--- config.mk ---
export PLATFORM = sky130hd
export DESIGN_NAME = mmu_arbiter
export DESIGN_NICKNAME = d
export VERILOG_FILES = /design/src/rtl/mmu_pkg.sv /design/src/rtl/mmu_access_check.sv /design/src/rtl/mmu_arbiter.sv
export SDC_FILE = /design/constraint.sdc
export NUM_CORES = 1
export LEC_CHECK = 0
export BUFFER_PORTS_ARGS = -buffer_cell sky130_fd_sc_hd__buf_2
export CAP_MARGIN = 20
export CELL_PAD_IN_SITES_DETAIL_PLACEMENT = 1
export CELL_PAD_IN_SITES_GLOBAL_PLACEMENT = 2
export CORE_MARGIN = 8
export CORE_UTILIZATION = 14
export CTS_CLUSTER_SIZE = 40
export DETAILED_ROUTE_END_ITERATION = 12
export PLACE_DENSITY = 0.76
export SYNTH_ARGS = -nofsm -noshare
export SYNTH_HDL_FRONTEND = slang
export SYNTH_SLANG_ARGS = --single-unit
--- constraint.sdc ---
create_clock -name clk -period 1.8 [get_ports clk]
set_input_delay 0 -clock clk [delete_from_list [all_inputs] [get_ports clk]]
set_output_delay 0 -clock clk [all_outputs]
set_load 0.005 [all_outputs]
--- src/rtl/mmu_pkg.sv ---
// Shared definitions for the MMU data-port arbiter: master IDs, arbiter states,
// address map and the legal byte-enable set.
package mmu_pkg;

    typedef enum logic {
        M0 = 1'b0,
        M1 = 1'b1
    } master_e;

    typedef enum logic {
        IDLE   = 1'b0,
        LOCKED = 1'b1
    } state_e;

    localparam logic [31:0] ROM_BASE  = 32'h0000_0000;
    localparam logic [31:0] ROM_LIMIT = 32'h0000_0FFF;
    localparam logic [31:0] RAM_BASE  = 32'h1000_0000;
    localparam logic [31:0] RAM_LIMIT = 32'h7FFF_FFFF;
    localparam logic [31:0] IO_BASE   = 32'h8000_0000;
    localparam logic [31:0] IO_LIMIT  = 32'h8000_00FF;

    localparam int NUM_LEGAL_BE = 7;
    localparam logic [3:0] LEGAL_BE [NUM_LEGAL_BE] = '{
        4'b1111, 4'b1100, 4'b0011, 4'b0001, 4'b0010, 4'b0100, 4'b1000
    };

    function automatic logic in_region(input logic [31:0] addr,
                                       input logic [31:0] base,
                                       input logic [31:0] limit);
        return (addr >= base) && (addr <= limit);
    endfunction

    function automatic logic be_legal(input logic [3:0] be);
        logic ok;
        ok = 1'b0;
        for (int i = 0; i < NUM_LEGAL_BE; i++) begin
            if (be == LEGAL_BE[i]) ok = 1'b1;
        end
        return ok;
    endfunction

endpackage

--- src/rtl/mmu_access_check.sv ---
// Combinational legality check of one access: byte-enable shape, address map
// and writes into ROM.
module mmu_access_check
    import mmu_pkg::*;
(
    input  logic [31:0] addr,
    input  logic [3:0]  be,
    input  logic        we,
    output logic        illegal
);

    logic in_rom;
    logic in_ram;
    logic in_io;

    assign in_rom = in_region(addr, ROM_BASE, ROM_LIMIT);
    assign in_ram = in_region(addr, RAM_BASE, RAM_LIMIT);
    assign in_io  = in_region(addr, IO_BASE, IO_LIMIT);

    assign illegal = !be_legal(be) || !(in_rom || in_ram || in_io) || (we && in_rom);

endmodule

--- src/rtl/mmu_arbiter.sv ---
// Two-master arbiter for the MMU data port: round-robin with an m1 lock mode,
// starvation relief for m0, illegal-access suppression and one-cycle read return.
module mmu_arbiter
    import mmu_pkg::*;
#(
    parameter int STARVE_LIMIT = 4
) (
    input  logic        clk,
    input  logic        reset,
    input  logic        m0_req,
    input  logic        m1_req,
    input  logic [31:0] m0_addr,
    input  logic [31:0] m1_addr,
    input  logic [31:0] m0_wdata,
    input  logic [31:0] m1_wdata,
    input  logic [3:0]  m0_be,
    input  logic [3:0]  m1_be,
    input  logic        m0_we,
    input  logic        m1_we,
    input  logic        m0_signed,
    input  logic        m1_signed,
    input  logic        m1_lock,
    output logic        m0_gnt,
    output logic        m1_gnt,
    output logic        m0_rvalid,
    output logic        m1_rvalid,
    output logic        m0_err,
    output logic        m1_err,
    output logic [31:0] rdata,
    output logic [31:0] dm_addr,
    output logic [31:0] dm_di,
    output logic [3:0]  dm_be,
    output logic        dm_we,
    output logic        is_signed,
    input  logic [31:0] dm_do
);

    localparam int CNT_W = $clog2(STARVE_LIMIT + 1);
    localparam logic [CNT_W-1:0] CNT_MAX = CNT_W'(STARVE_LIMIT);

    state_e           state_q, state_d;
    master_e          last_q, last_d;
    logic [CNT_W-1:0] starve_q, starve_d;
    logic             rsp_rd_q, rsp_rd_d;
    logic             rsp_err_q, rsp_err_d;
    master_e          rsp_owner_q, rsp_owner_d;

    logic        grant;
    logic        starve;
    master_e     winner;
    logic [31:0] sel_addr;
    logic [31:0] sel_wdata;
    logic [3:0]  sel_be;
    logic        sel_we;
    logic        sel_signed;
    logic        illegal;
    logic        issue;

    assign starve = (state_q == LOCKED) && m0_req && (starve_q == CNT_MAX);

    // NOTE: every output of an always_comb gets a default first so no path
    // leaves it unassigned and no latch is inferred.
    always_comb begin
        grant  = 1'b0;
        winner = M0;
        if (!reset) begin
            if (state_q == LOCKED) begin
                if (starve) begin
                    grant  = 1'b1;
                    winner = M0;
                end else if (m1_req) begin
                    grant  = 1'b1;
                    winner = M1;
                end else if (m0_req) begin
                    grant  = 1'b1;
                    winner = M0;
                end
            end else if (m0_req && m1_req) begin
                grant  = 1'b1;
                winner = (last_q == M0) ? M1 : M0;
            end else if (m0_req || m1_req) begin
                grant  = 1'b1;
                winner = m1_req ? M1 : M0;
            end
        end
    end

    assign sel_addr   = (winner == M1) ? m1_addr   : m0_addr;
    assign sel_wdata  = (winner == M1) ? m1_wdata  : m0_wdata;
    assign sel_be     = (winner == M1) ? m1_be     : m0_be;
    assign sel_we     = (winner == M1) ? m1_we     : m0_we;
    assign sel_signed = (winner == M1) ? m1_signed : m0_signed;

    mmu_access_check u_access_check (
        .addr    (sel_addr),
        .be      (sel_be),
        .we      (sel_we),
        .illegal (illegal)
    );

    // Illegal accesses are still granted but never reach the data port.
    assign issue     = grant && !illegal;
    assign m0_gnt    = grant && (winner == M0);
    assign m1_gnt    = grant && (winner == M1);
    assign dm_addr   = issue ? sel_addr   : '0;
    assign dm_di     = issue ? sel_wdata  : '0;
    assign dm_be     = issue ? sel_be     : '0;
    assign dm_we     = issue ? sel_we     : 1'b0;
    assign is_signed = issue ? sel_signed : 1'b0;

    always_comb begin
        state_d     = state_q;
        last_d      = last_q;
        starve_d    = '0;
        rsp_rd_d    = grant && !sel_we;
        rsp_err_d   = grant && illegal;
        rsp_owner_d = winner;
        if (grant) last_d = winner;
        case (state_q)
            IDLE: begin
                if (m1_gnt && m1_lock) state_d = LOCKED;
            end
            LOCKED: begin
                if (!(m1_gnt && m1_lock)) state_d = IDLE;
                if (m0_req && !m0_gnt) begin
                    starve_d = (starve_q == CNT_MAX) ? starve_q : starve_q + 1'b1;
                end
            end
            default: state_d = IDLE;
        endcase
    end

    // NOTE: sequential state uses non-blocking assignments so every flop
    // samples its _d value from before the edge, independent of block order.
    always_ff @(posedge clk) begin
        if (reset) begin
            state_q     <= IDLE;
            last_q      <= M1;
            starve_q    <= '0;
            rsp_rd_q    <= 1'b0;
            rsp_err_q   <= 1'b0;
            rsp_owner_q <= M0;
        end else begin
            state_q     <= state_d;
            last_q      <= last_d;
            starve_q    <= starve_d;
            rsp_rd_q    <= rsp_rd_d;
            rsp_err_q   <= rsp_err_d;
            rsp_owner_q <= rsp_owner_d;
        end
    end

    assign m0_rvalid = !reset && rsp_rd_q && !rsp_err_q && (rsp_owner_q == M0);
    assign m1_rvalid = !reset && rsp_rd_q && !rsp_err_q && (rsp_owner_q == M1);
    assign m0_err    = !reset && rsp_err_q && (rsp_owner_q == M0);
    assign m1_err    = !reset && rsp_err_q && (rsp_owner_q == M1);
    assign rdata     = (m0_rvalid || m1_rvalid) ? dm_do : '0;

endmodule

==> results.toml <==
[outcome]
run_status = "finished with violations"
violations = "negative setup slack"

[detailed_routing]
detail_route.iter0.violations = 97
drc = 0
avgViaCountPerCell = 4.50
wl_per_cell_um = 19.9
drt-total-wl_um = 18200
drt-pass1-iter-count = 4
vias = 4109
detail-route-antenna-nets = 0

[floorplanning]
dieArea_um2 = 23600
num_rows = 50
start_util_pct = 14.2
die_width_um = 154
core_area_um2 = 18600
die_height_um = 154
ioPinCount = 285

[sta]
sum_neg_setup_slack_ns = -27.63
finalClockSkew_ns = 0.000373
final_min_period_over_clock_period_pct = 125
timing.final.hold_violations = 0
worst-slew-pin-transition_ns = 0.510
unrepaired_setup_endpoints_after_global_routing = "true"
report.final.slew_viol_count = 0
fmax_mhz = 445
finalWorstSetupSlack_ns = -0.447
period_minus_slack_ns = 2.25
finalSetupViolations = 71
relSlewSlack_pct = 66.0

[synthesis]
synthDominantCellAreaShare_pct = 33.9
dominant_cell_by_count_in_the_synthesized_netlist = "sky130_fd_sc_hd__nand2_1"
area_contributors_post_synth = "sky130_fd_sc_hd__a2111oi_2 34%, sky130_fd_sc_hd__nand2_1 20%, sky130_fd_sc_hd__and2_1 8.5%"
synth_flop_cell = "sky130_fd_sc_hd__dfxtp_1"
post_synth_most_frequent_cells = "143 x sky130_fd_sc_hd__nand2_1, 60 x sky130_fd_sc_hd__a2111oi_2, 36 x sky130_fd_sc_hd__and2_1"
syn_area_um2 = 2660
netlist_instances = 357
synth_seq_area_share_pct = 6.03
synth_async_sr_flop_share_pct = 0
synthesis.nets = 536
postSynthRegisterBits = 8
yosysTopAreaCell = "sky130_fd_sc_hd__a2111oi_2"
synth_cell_types = 35
yosys_warnings = 0
number_of_synthesized_flops_with_an_enable_pin = 0
synthesized_area_divided_by_synthesized_cell_count_um2 = 7.44

[clock_network]
sinks_on_clock_net = 8
clkTransAtPathRegs_ns = 0.04
tritoncts = "yes"
clock_tree.htree_level_count = 1
cts-root-buf = "sky130_fd_sc_hd__clkbuf_16"
clk-insertion-delay-late_ns = 0.23
numCtsBuffers = 3
clk_path_buf_depth = 2

[place]
dp_hpwl_um = 12800
gpl.final_weighted_congestion = 0.782
placement.io_buffers = 284
post_dp_cell_area_um2 = 4570
detailedPlace.worstSlack_ns = -0.361

[power]
cellInternalPower_mw = 1.16
irDropWorstVdd_uv = 211
fraction_of_power_consumed_by_the_clock_network_pct = 17.9
cellLeakagePower_nw = 2.54
seqPwrFrac_pct = 9.2
power.share.combinational_pct = 72.9
power_switching_share_pct = 44.0
p_sw_mw = 0.916
power-per-cell-area_nw_per_um2 = 348

[hold_path]
hold_wc_path_type = "in2reg"

[worst_setup_path]
crit_path_start_kind = "flip-flop"
required_ns = 1.80
worst_setup_path_end_kind = "primary output"
arrival_ns = 2.25
timing_worst_setup_path_type = "reg2out"
critical_path_peak_fanout = 11

[finish]
final_design_area_no_fill_um2 = 5980
post_route_cells_drive_above_1_share_pct = 66.1
layout_overhead_on_the_synthesized_area_pct = 125
number_of_inserted_filler_cells_in_the_final_layout = 2274
design.final.nets = 860

[job]
timing.max_cap.violations = 0

[global_routing]
grt_usage_pct = 13.9
grt_pass1_vias = 4539
first_pass_grt_wire_length_um = 26300
largest_net_degree_at_the_start_of_global_routing = 43
globalRoute.totalOverflow = 0
grt_antenna_before_repair = 1
-- power groups by stage --
stage	clock network (mW)	logic, mW	registers (mW)
final	0.372	1.52	0.191
after global routing	0.396	1.62	0.192
after CTS	0.383	1.42	0.191
after detailed placement	0	0.992	0.194
after global placement	0	0.982	0.194
after floorplan	0	0.519	0.192
-- layout by cell type, fill, tap and decap left out, drive strengths merged --
| cell | Yosys | final |
|---|---|---|
| nand3 | 4 | 4 |
| inv | 7 | 7 |
| nor2 | 6 | 6 |
| and3b | 1 | 1 |
| and2 | 36 | 36 |
| nand4 | 2 | 2 |
| and3 | 1 | 1 |
| nor3 | 2 | 2 |
| ha | 2 | 2 |
| nor4 | 11 | 11 |
| a21oi | 5 | 5 |
| nor2b | 3 | 3 |
| o21ba | 1 | 1 |
| o21bai | 2 | 2 |
| nand3b | 1 | 1 |
| buf | 23 | 355 |
| a2111oi | 69 | 69 |
| dfxtp | 8 | 8 |
| clkbuf | 16 | 5 |
| or3 | 2 | 2 |
| nand2 | 143 | 143 |
| o21ai | 6 | 6 |
| diode | 0 | 1 |
| mux2i | 1 | 1 |
| a31oi | 3 | 3 |
| nor3b | 2 | 2 |
| dlygate4sd3 | 0 | 1 |
-- worst max-delay path, stage by stage (launching register included) --
cell and delay (ns):
sky130_fd_sc_hd__dfxtp_2 0.32, sky130_fd_sc_hd__inv_2 0.05, sky130_fd_sc_hd__ha_4 0.15, sky130_fd_sc_hd__nand4_1 0.13
sky130_fd_sc_hd__nand3_4 0.16, sky130_fd_sc_hd__buf_6 0.16, sky130_fd_sc_hd__a21oi_4 0.13, sky130_fd_sc_hd__a31oi_4 0.09
sky130_fd_sc_hd__buf_6 0.18, sky130_fd_sc_hd__buf_12 0.16, sky130_fd_sc_hd__a2111oi_4 0.29, sky130_fd_sc_hd__buf_2 0.17
-- area by class of cell --
cell class                 instances  area [um2]  share of cell area [%]
tap                              234         293                    4.90
timing repair buffer             358        2460                    41.2
sequential                         8         163                    2.72
clock buffer                       3        75.1                    1.26
antenna                            1        2.50                  0.0418
inverter                           7        28.8                   0.481
multi-input combinational        303        2960                    49.4
-- metrics by stage --
stage	hold WS, ns	util [%]	power, mW	instances
finish	0.0750	32.1	2.08	914
floorplan	0.0332	-	0.711	357
global placement	0.211	24.5	1.18	871
detailed placement	0.214	24.5	1.19	871
global route	0.104	32.1	2.21	914
CTS	0.0792	30.2	1.99	907
-- what timing repair did --
| action | in CTS | in global routing |
|---|---|---|
| endpoints found under the setup margin | 71 | 73 |
| cloned | 10 | 3 |
| endpoints found under the hold margin | 1 | 0 |
| pin swaps | 15 | 22 |
| setup buffers | 22 | 4 |
| hold buffers | 1 | 0 |
| resized for setup | 77 | 28 |
-- routing by layer --
metal  global-route usage [%]  vias to the layer above  share of wire (%)
li1                         -                     1959                  -
met5                        0                        -                  0
met2                     25.7                      186                 51
met3                     4.60                       17                8.1
met4                     2.38                        0                1.4
met1                     15.4                     1947                 39
-- worst paths after layout --
| path | startpoint | slack (ns) | cells after the start | end |
|---|---|---|---|---|
| max reg2reg | starve_q[0] | -0.13 | 10 | rsp_err_q |
| min | m1_req | 0.08 | 3 | last_q |
| max | starve_q[0] | -0.45 | 11 | dm_di[0] |
| min reg2reg | state_q | 0.50 | 2 | starve_q[2] |
-- sequential cells by signal, summed over array words and instances (netlist names) --
signal / cells
last_q: 1
rsp_rd_q: 1
rsp_err_q: 1
starve_q: 3
state_q: 1
rsp_owner_q: 1
-- cell families (layout without fill, tap and decap cells) --
| family | count (synthesis) | count (layout) | share of synthesized area [%] |
|---|---|---|---|
| other | 0 | 1 | 0 |
| AND/OR/NAND/NOR | 214 | 214 | 36.6 |
| adder cells (fa/ha/maj) | 2 | 2 | 0.942 |
| buffers and inverters | 46 | 368 | 9.18 |
| flip-flops | 8 | 8 | 6.03 |
| multiplexers | 1 | 1 | 0.377 |
| AO/OA/AOI/OAI | 86 | 86 | 46.9 |
(Power assumes the default switching activity.)
